### config.mk
export PLATFORM = sky130hd
export DESIGN_NAME = cmp_arbiter
export DESIGN_NICKNAME = d
export VERILOG_FILES = /design/src/rtl/cmp_pkg.sv /design/src/rtl/comparator_32bit.sv /design/src/rtl/rr_arb.sv /design/src/rtl/cmp_arbiter.sv
export SDC_FILE = /design/constraint.sdc
export NUM_CORES = 1
export LEC_CHECK = 0
export BUFFER_PORTS_ARGS = -buffer_cell sky130_fd_sc_hd__buf_2
export CAP_MARGIN = 20
export CORE_UTILIZATION = 46
export DETAILED_ROUTE_END_ITERATION = 12
export PLACE_DENSITY = 0.89
export SKIP_LAST_GASP = 1
export SYNTH_ARGS = -nofsm -noshare
export SYNTH_HDL_FRONTEND = slang
export SYNTH_HIERARCHICAL = 1
export SYNTH_SLANG_ARGS = --single-unit
### constraint.sdc
create_clock -name i_clk -period 3.6 [get_ports i_clk]
set_input_delay 0 -clock i_clk [delete_from_list [all_inputs] [get_ports i_clk]]
set_output_delay 0 -clock i_clk [all_outputs]
set_load 0.02 [all_outputs]
### src/rtl/cmp_pkg.sv
// Shared types for the compare-resource arbiter: funct3 op codes,
// pipeline stage bundles and the reserved-op decode helper.
package cmp_pkg;

  typedef enum logic [2:0] {
    OP_EQ  = 3'b000,
    OP_NE  = 3'b001,
    OP_LT  = 3'b100,
    OP_GE  = 3'b101,
    OP_LTU = 3'b110,
    OP_GEU = 3'b111
  } cmp_op_e;

  // Widest id needed for up to 8 requesters.
  localparam int MAX_IDW = 3;

  // Codes 010 and 011 are reserved: op[2:1] == 2'b01.
  localparam logic [2:0] RSV_MASK = 3'b110;
  localparam logic [2:0] RSV_CODE = 3'b010;

  typedef struct packed {
    logic               valid;
    logic [MAX_IDW-1:0] id;
    logic [31:0]        a;
    logic [31:0]        b;
    logic [2:0]         op;
  } s1_t;

  typedef struct packed {
    logic               valid;
    logic [MAX_IDW-1:0] id;
    logic               result;
    logic               err;
  } s2_t;

  function automatic logic is_rsv(input logic [2:0] op);
    return (op & RSV_MASK) == RSV_CODE;
  endfunction

endpackage

### src/rtl/comparator_32bit.sv
// Signed 32-bit less-than comparator.
// Ports: a, b operands; lt = (a < b) signed.
module comparator_32bit (
  input  logic [31:0] a,
  input  logic [31:0] b,
  output logic        lt
);

  assign lt = $signed(a) < $signed(b);

endmodule

### src/rtl/rr_arb.sv
// Round-robin pick: first set req bit at or after ptr, wrapping.
// Ports: req, ptr, en in; one-hot gnt, binary idx, any out.
module rr_arb #(
  parameter int N  = 4,
  parameter int IW = $clog2(N)
) (
  input  logic [N-1:0]  req,
  input  logic [IW-1:0] ptr,
  input  logic          en,
  output logic [N-1:0]  gnt,
  output logic [IW-1:0] idx,
  output logic          any
);

  logic found;

  always_comb begin
    gnt   = '0;
    idx   = '0;
    found = 1'b0;
    for (int i = 0; i < N; i++) begin
      if (!found && req[(int'(ptr) + i) % N]) begin
        found = 1'b1;
        idx   = IW'((int'(ptr) + i) % N);
      end
    end
    gnt[idx] = found & en;
  end

  assign any = found & en;

endmodule

### src/rtl/cmp_arbiter.sv
// Shared compare unit: round-robin grant, two-stage pipe, tagged rsp.
// Ports: i_req_* per requester, o_req_ready grant, o_rsp_* response.
module cmp_arbiter
  import cmp_pkg::*;
#(
  parameter int NREQ = 4,
  parameter int IDW  = $clog2(NREQ)
) (
  input  logic                       i_clk,
  input  logic                       i_rst_n,
  input  logic                       i_flush,
  input  logic [NREQ-1:0]            i_req_valid,
  output logic [NREQ-1:0]            o_req_ready,
  input  logic [NREQ-1:0][31:0]      i_req_a,
  input  logic [NREQ-1:0][31:0]      i_req_b,
  input  logic [NREQ-1:0][2:0]       i_req_op,
  output logic                       o_rsp_valid,
  input  logic                       i_rsp_ready,
  output logic [IDW-1:0]             o_rsp_id,
  output logic                       o_rsp_result,
  output logic                       o_rsp_err
);

  s1_t s1_q;
  s2_t s2_q;

  logic            adv1;
  logic            adv2;
  logic            gnt_en;
  logic            gnt_any;
  logic [IDW-1:0]  gnt_idx;
  logic [IDW-1:0]  ptr_q;
  logic [NREQ-1:0] gnt;

  assign adv2 = !s2_q.valid | i_rsp_ready;
  assign adv1 = !s1_q.valid | adv2;
  // Ready stays low while reset is held.
  assign gnt_en = adv1 & !i_flush & i_rst_n;

  rr_arb #(
    .N  (NREQ),
    .IW (IDW)
  ) u_arb (
    .req (i_req_valid),
    .ptr (ptr_q),
    .en  (gnt_en),
    .gnt (gnt),
    .idx (gnt_idx),
    .any (gnt_any)
  );

  assign o_req_ready = gnt;

  logic        uns;
  logic        lt;
  logic        eq;
  logic        rsv;
  logic        res;
  logic [31:0] ca;
  logic [31:0] cb;

  // Flipping the sign bit maps unsigned order onto signed order.
  assign uns = (s1_q.op == OP_LTU) | (s1_q.op == OP_GEU);
  assign ca  = {s1_q.a[31] ^ uns, s1_q.a[30:0]};
  assign cb  = {s1_q.b[31] ^ uns, s1_q.b[30:0]};

  comparator_32bit u_cmp (
    .a  (ca),
    .b  (cb),
    .lt (lt)
  );

  assign eq  = s1_q.a == s1_q.b;
  assign rsv = is_rsv(s1_q.op);
  // op[2] picks lt vs eq, op[0] inverts.
  assign res = !rsv & ((s1_q.op[2] ? lt : eq) ^ s1_q.op[0]);

  always_ff @(posedge i_clk or negedge i_rst_n) begin
    if (!i_rst_n) begin
      ptr_q <= '0;
    end else if (gnt_any) begin
      ptr_q <= (gnt_idx == IDW'(NREQ - 1)) ? '0
             : gnt_idx + IDW'(1);
    end
  end

  always_ff @(posedge i_clk or negedge i_rst_n) begin
    if (!i_rst_n) begin
      s1_q <= '0;
    end else if (i_flush) begin
      s1_q.valid <= 1'b0;
    end else if (adv1) begin
      s1_q.valid <= gnt_any;
      if (gnt_any) begin
        s1_q.id <= MAX_IDW'(gnt_idx);
        s1_q.a  <= i_req_a[gnt_idx];
        s1_q.b  <= i_req_b[gnt_idx];
        s1_q.op <= i_req_op[gnt_idx];
      end
    end
  end

  always_ff @(posedge i_clk or negedge i_rst_n) begin
    if (!i_rst_n) begin
      s2_q <= '0;
    end else if (i_flush) begin
      s2_q.valid <= 1'b0;
    end else if (adv2) begin
      s2_q.valid <= s1_q.valid;
      if (s1_q.valid) begin
        s2_q.id     <= s1_q.id;
        s2_q.result <= res;
        s2_q.err    <= rsv;
      end
    end
  end

  assign o_rsp_valid  = s2_q.valid;
  assign o_rsp_id     = IDW'(s2_q.id);
  assign o_rsp_result = s2_q.result;
  assign o_rsp_err    = s2_q.err;

endmodule

==> metrics.md <==
| Metric | Value |
|---|---|
| Core Rows | 40 |
| Yosys warnings | 6 |
| Initial core utilization | a little under half |
| Post-Synthesis Cells | roughly 430 |
| I/O pin total | 285 |
| Status | finished, final reports clean |
| Largest net degree at the start of global routing | 57 |
| Core ar. | 12200 um2 |
| First-pass GRT wire length | between 20 and 25 mm |
| Worst-path clk slew | roughly 0.060 ns |
| Seq cells post-synth | 77 |
| NumNets Final | 1019 |
| Synth cell types | 46 |
| Asr flop ratio synth | 100% |
| Tmin final | 2.69 ns |
| Clk Latency, worst-skew pair | between 0.3 and 0.4 ns |
| Die Footprint | 13100 um2 |
| CTS tree | yes |
| Arrival @ worst endpoint | 2.93 ns |
| Overall routing resource usage | 23.7% |
| Hpwl dp | 12.3 mm |
| Area share of the largest cell type after synthesis | between 30 and 40% |
| CP max FO | 5 |
| Slew HR | 33.3% |
| WP data required | 3.84 ns |
| Final WL | 15.1 mm |
| Post_cts resized | 0 |
| Main flop type after synthesis | dfrtp_1 |
| Post-synth EDFFs | 0 |
| Post-DP Area | 7410 um2 |
| Clk sinks | 77 |
| Die height | 115 um |
| Fill count | ~960 |
| Final Cell Area | 7700 um2 |
| GP Congestion | 0.786 |
| Static Leak | between 0.003 and 0.004 uW |
| Final worst-path cycle share | 74.6% |
| Synth top cells by count | dfrtp_1, mux2_2, mux4_2 |
| Setup TNS | 0 ns |
| DRC | 0 |
| Maximum clock frequency | 372 MHz |
| Share of cells above drive strength 1 | 63.4% |
| Max Root-Sink Buffers | 2 |
| Routed length per instance | 17.1 um |
| Synth-to-Final Area Change | 32.2% |
| Via count | 4761 |
| Unrepaired setup endpoints after global routing | no |
| Max-Cap Viols | 0 |
| Initial antenna violation count | 0 |
| Clock Skew | approximately 0.0021 ns |
| Worst IR drop on VDD | 0.412 mV |
| Critical Path End Type | flip-flop |
| TritonCTS buffer count | 9 |
| Hold_buf cts | 3 |
| H-tree depth | 3 |
| Port bufs | 284 |
| 1st-pass router iterations | 4 |
| Worst Max-Slew Pin Slew | about 1 ns |
| Most frequent CP cell | nand2_1 |
| Fin. Hold Viols | 0 |
| Register area share after synthesis | 33.1% |
| Avg Inst Size Synth | 13.5 um2 |
| Post-synth net total | 740 |
| Slowest cell on the critical path | dfrtp_1 |
| Antenna cells | 0 |
| Synthesized area | a little under 6000 um2 |
| Power per cell area | 760 nW/um2 |
| Clock Root Buffer | clkbuf_16 |
| Antenna viol nets, final | 0 |
| Final setup fails | 0 |
| Vias in the first global route | 4980 |
| Post-CTS setup buffer count | 0 |
| Total gr overflow | 0 |
| Largest area contributor in the netlist | dfrtp_1 |
| First DRT Iteration DRCs | 146 |
| Max incr delay on CP | 0.43 ns |
| Synth top area cells | dfrtp_1, mux4_2, mux2_2, ha_1, xnor2_1 |
| Min-Delay Path Class | primary input to async pin |
| Via-to-Cell Ratio | 5.39 |
| Setup CP Type | flip-flop to flip-flop |
| Startpoint Class | flip-flop |
| Crit path cell chain | nand2_1 > xnor2_1 > inv_1 > ha_1 > nand3_1 > nor3_1 > nand2_1 > o21ai_1 > mux2i_1 > and2_1 > a31oi_1 > xor2_1 > o31ai_1 |
| Chip width | 115 um |
| Slew Limit Fails | 0 |
| Most frequent cell after synthesis | dfrtp_1 |
## power breakdown
part	switching, uW	internal [uW]
clock	334	480
sequential	428	1300
combinational	1410	1900
total	2180	3680
## state kept, by name (all words and copies together), names as in the netlist
signal	count
o_rsp_id	2
s1_q	8
o_rsp_err	1
o_rsp_valid	1
o_rsp_result	1
cb	31
ca	31
ptr_q	2
## placed cells by master (no fill, tap or decap), drive strengths merged, types with 2 or more instances in the layout
cell / n
and2: 2
buf: 289
nor2: 9
mux4: 67
clkbuf: 13
inv: 33
nor3: 4
xor2: 2
a21oi: 13
nand3: 7
a31oi: 3
nor3b: 2
nand4: 12
ha: 32
clkinv: 2
nand2: 6
xnor2: 33
dlygate4sd3: 3
dfrtp: 77
nand2b: 3
and3: 3
a21o: 4
mux2: 74
o21ai: 4
nor2b: 3
## metal layers
metal | vias up | routed length [um] | GRT usage (%)
met5 | - | 0 | 0
met4 | 0 | 242 | 6.84
met3 | 18 | 906 | 4.55
met2 | 175 | 8120 | 44.8
met1 | 2353 | 5800 | 26.9
li1 | 2215 | - | -
## cell families after synthesis
family / after synthesis / share of synthesized area [%]
flops: 77 / 33.1
compound gates: 34 / 4.08
fa+ha+maj: 32 / 6.87
xor+xnor: 35 / 5.26
buf+inv: 57 / 4.77
simple gates: 55 / 5.54
mux: 142 / 40.4
## through the flow
stage | hold WS [ns] | setup WS [ns] | power, uW | std cells | util, %
6_report | 0.103 | 0.913 | 5850 | 883 | 63.3
5_1_grt | 0.107 | 0.693 | 6320 | 883 | 63.3
3_3_place_gp | -0.0845 | 0.917 | 4970 | 865 | 60.9
4_1_cts | 0.101 | 0.894 | 5920 | 883 | 63.3
2_1_floorplan | -0.296 | 1.14 | 4270 | 432 | -
3_5_place_dp | -0.0833 | 0.911 | 5060 | 865 | 60.9
## path summary, 6_finish.rpt
check | from | end | slack, ns | cells after the start
worst max register to register | s1_q[2] | o_rsp_result | 0.91 | 13
min in group i_clk | i_req_b[9] | cb[9] | 0.11 | 3
max in group asynchronous | i_rst_n | cb[19] | 2.46 | 3
worst min register to register | o_rsp_result | o_rsp_result | 0.50 | 2
worst min-delay path | i_rst_n | cb[9] | 0.10 | 2
worst max-delay path | s1_q[2] | o_rsp_result | 0.91 | 13
## worst max-delay path, delay by kind of cell, from the launching register on
family	cells	cell delay, ns
simple gates	5	0.79
compound gates	3	0.67
flops	1	0.43
fa+ha+maj	1	0.30
xor+xnor	2	0.25
mux	1	0.09
buf+inv	1	0.05
## cell type report
cell class	instances	area (um2)	area share, %
repair buffers	292	1540	20.0
clock buffers	13	250	3.25
clock inverters	2	10.0	0.130
well taps	168	210	2.73
inverters	33	124	1.61
multi-input cells	298	3640	47.3
flip-flops and latches	77	1930	25.0
No activity file was read; power rests on OpenSTA's default activity.
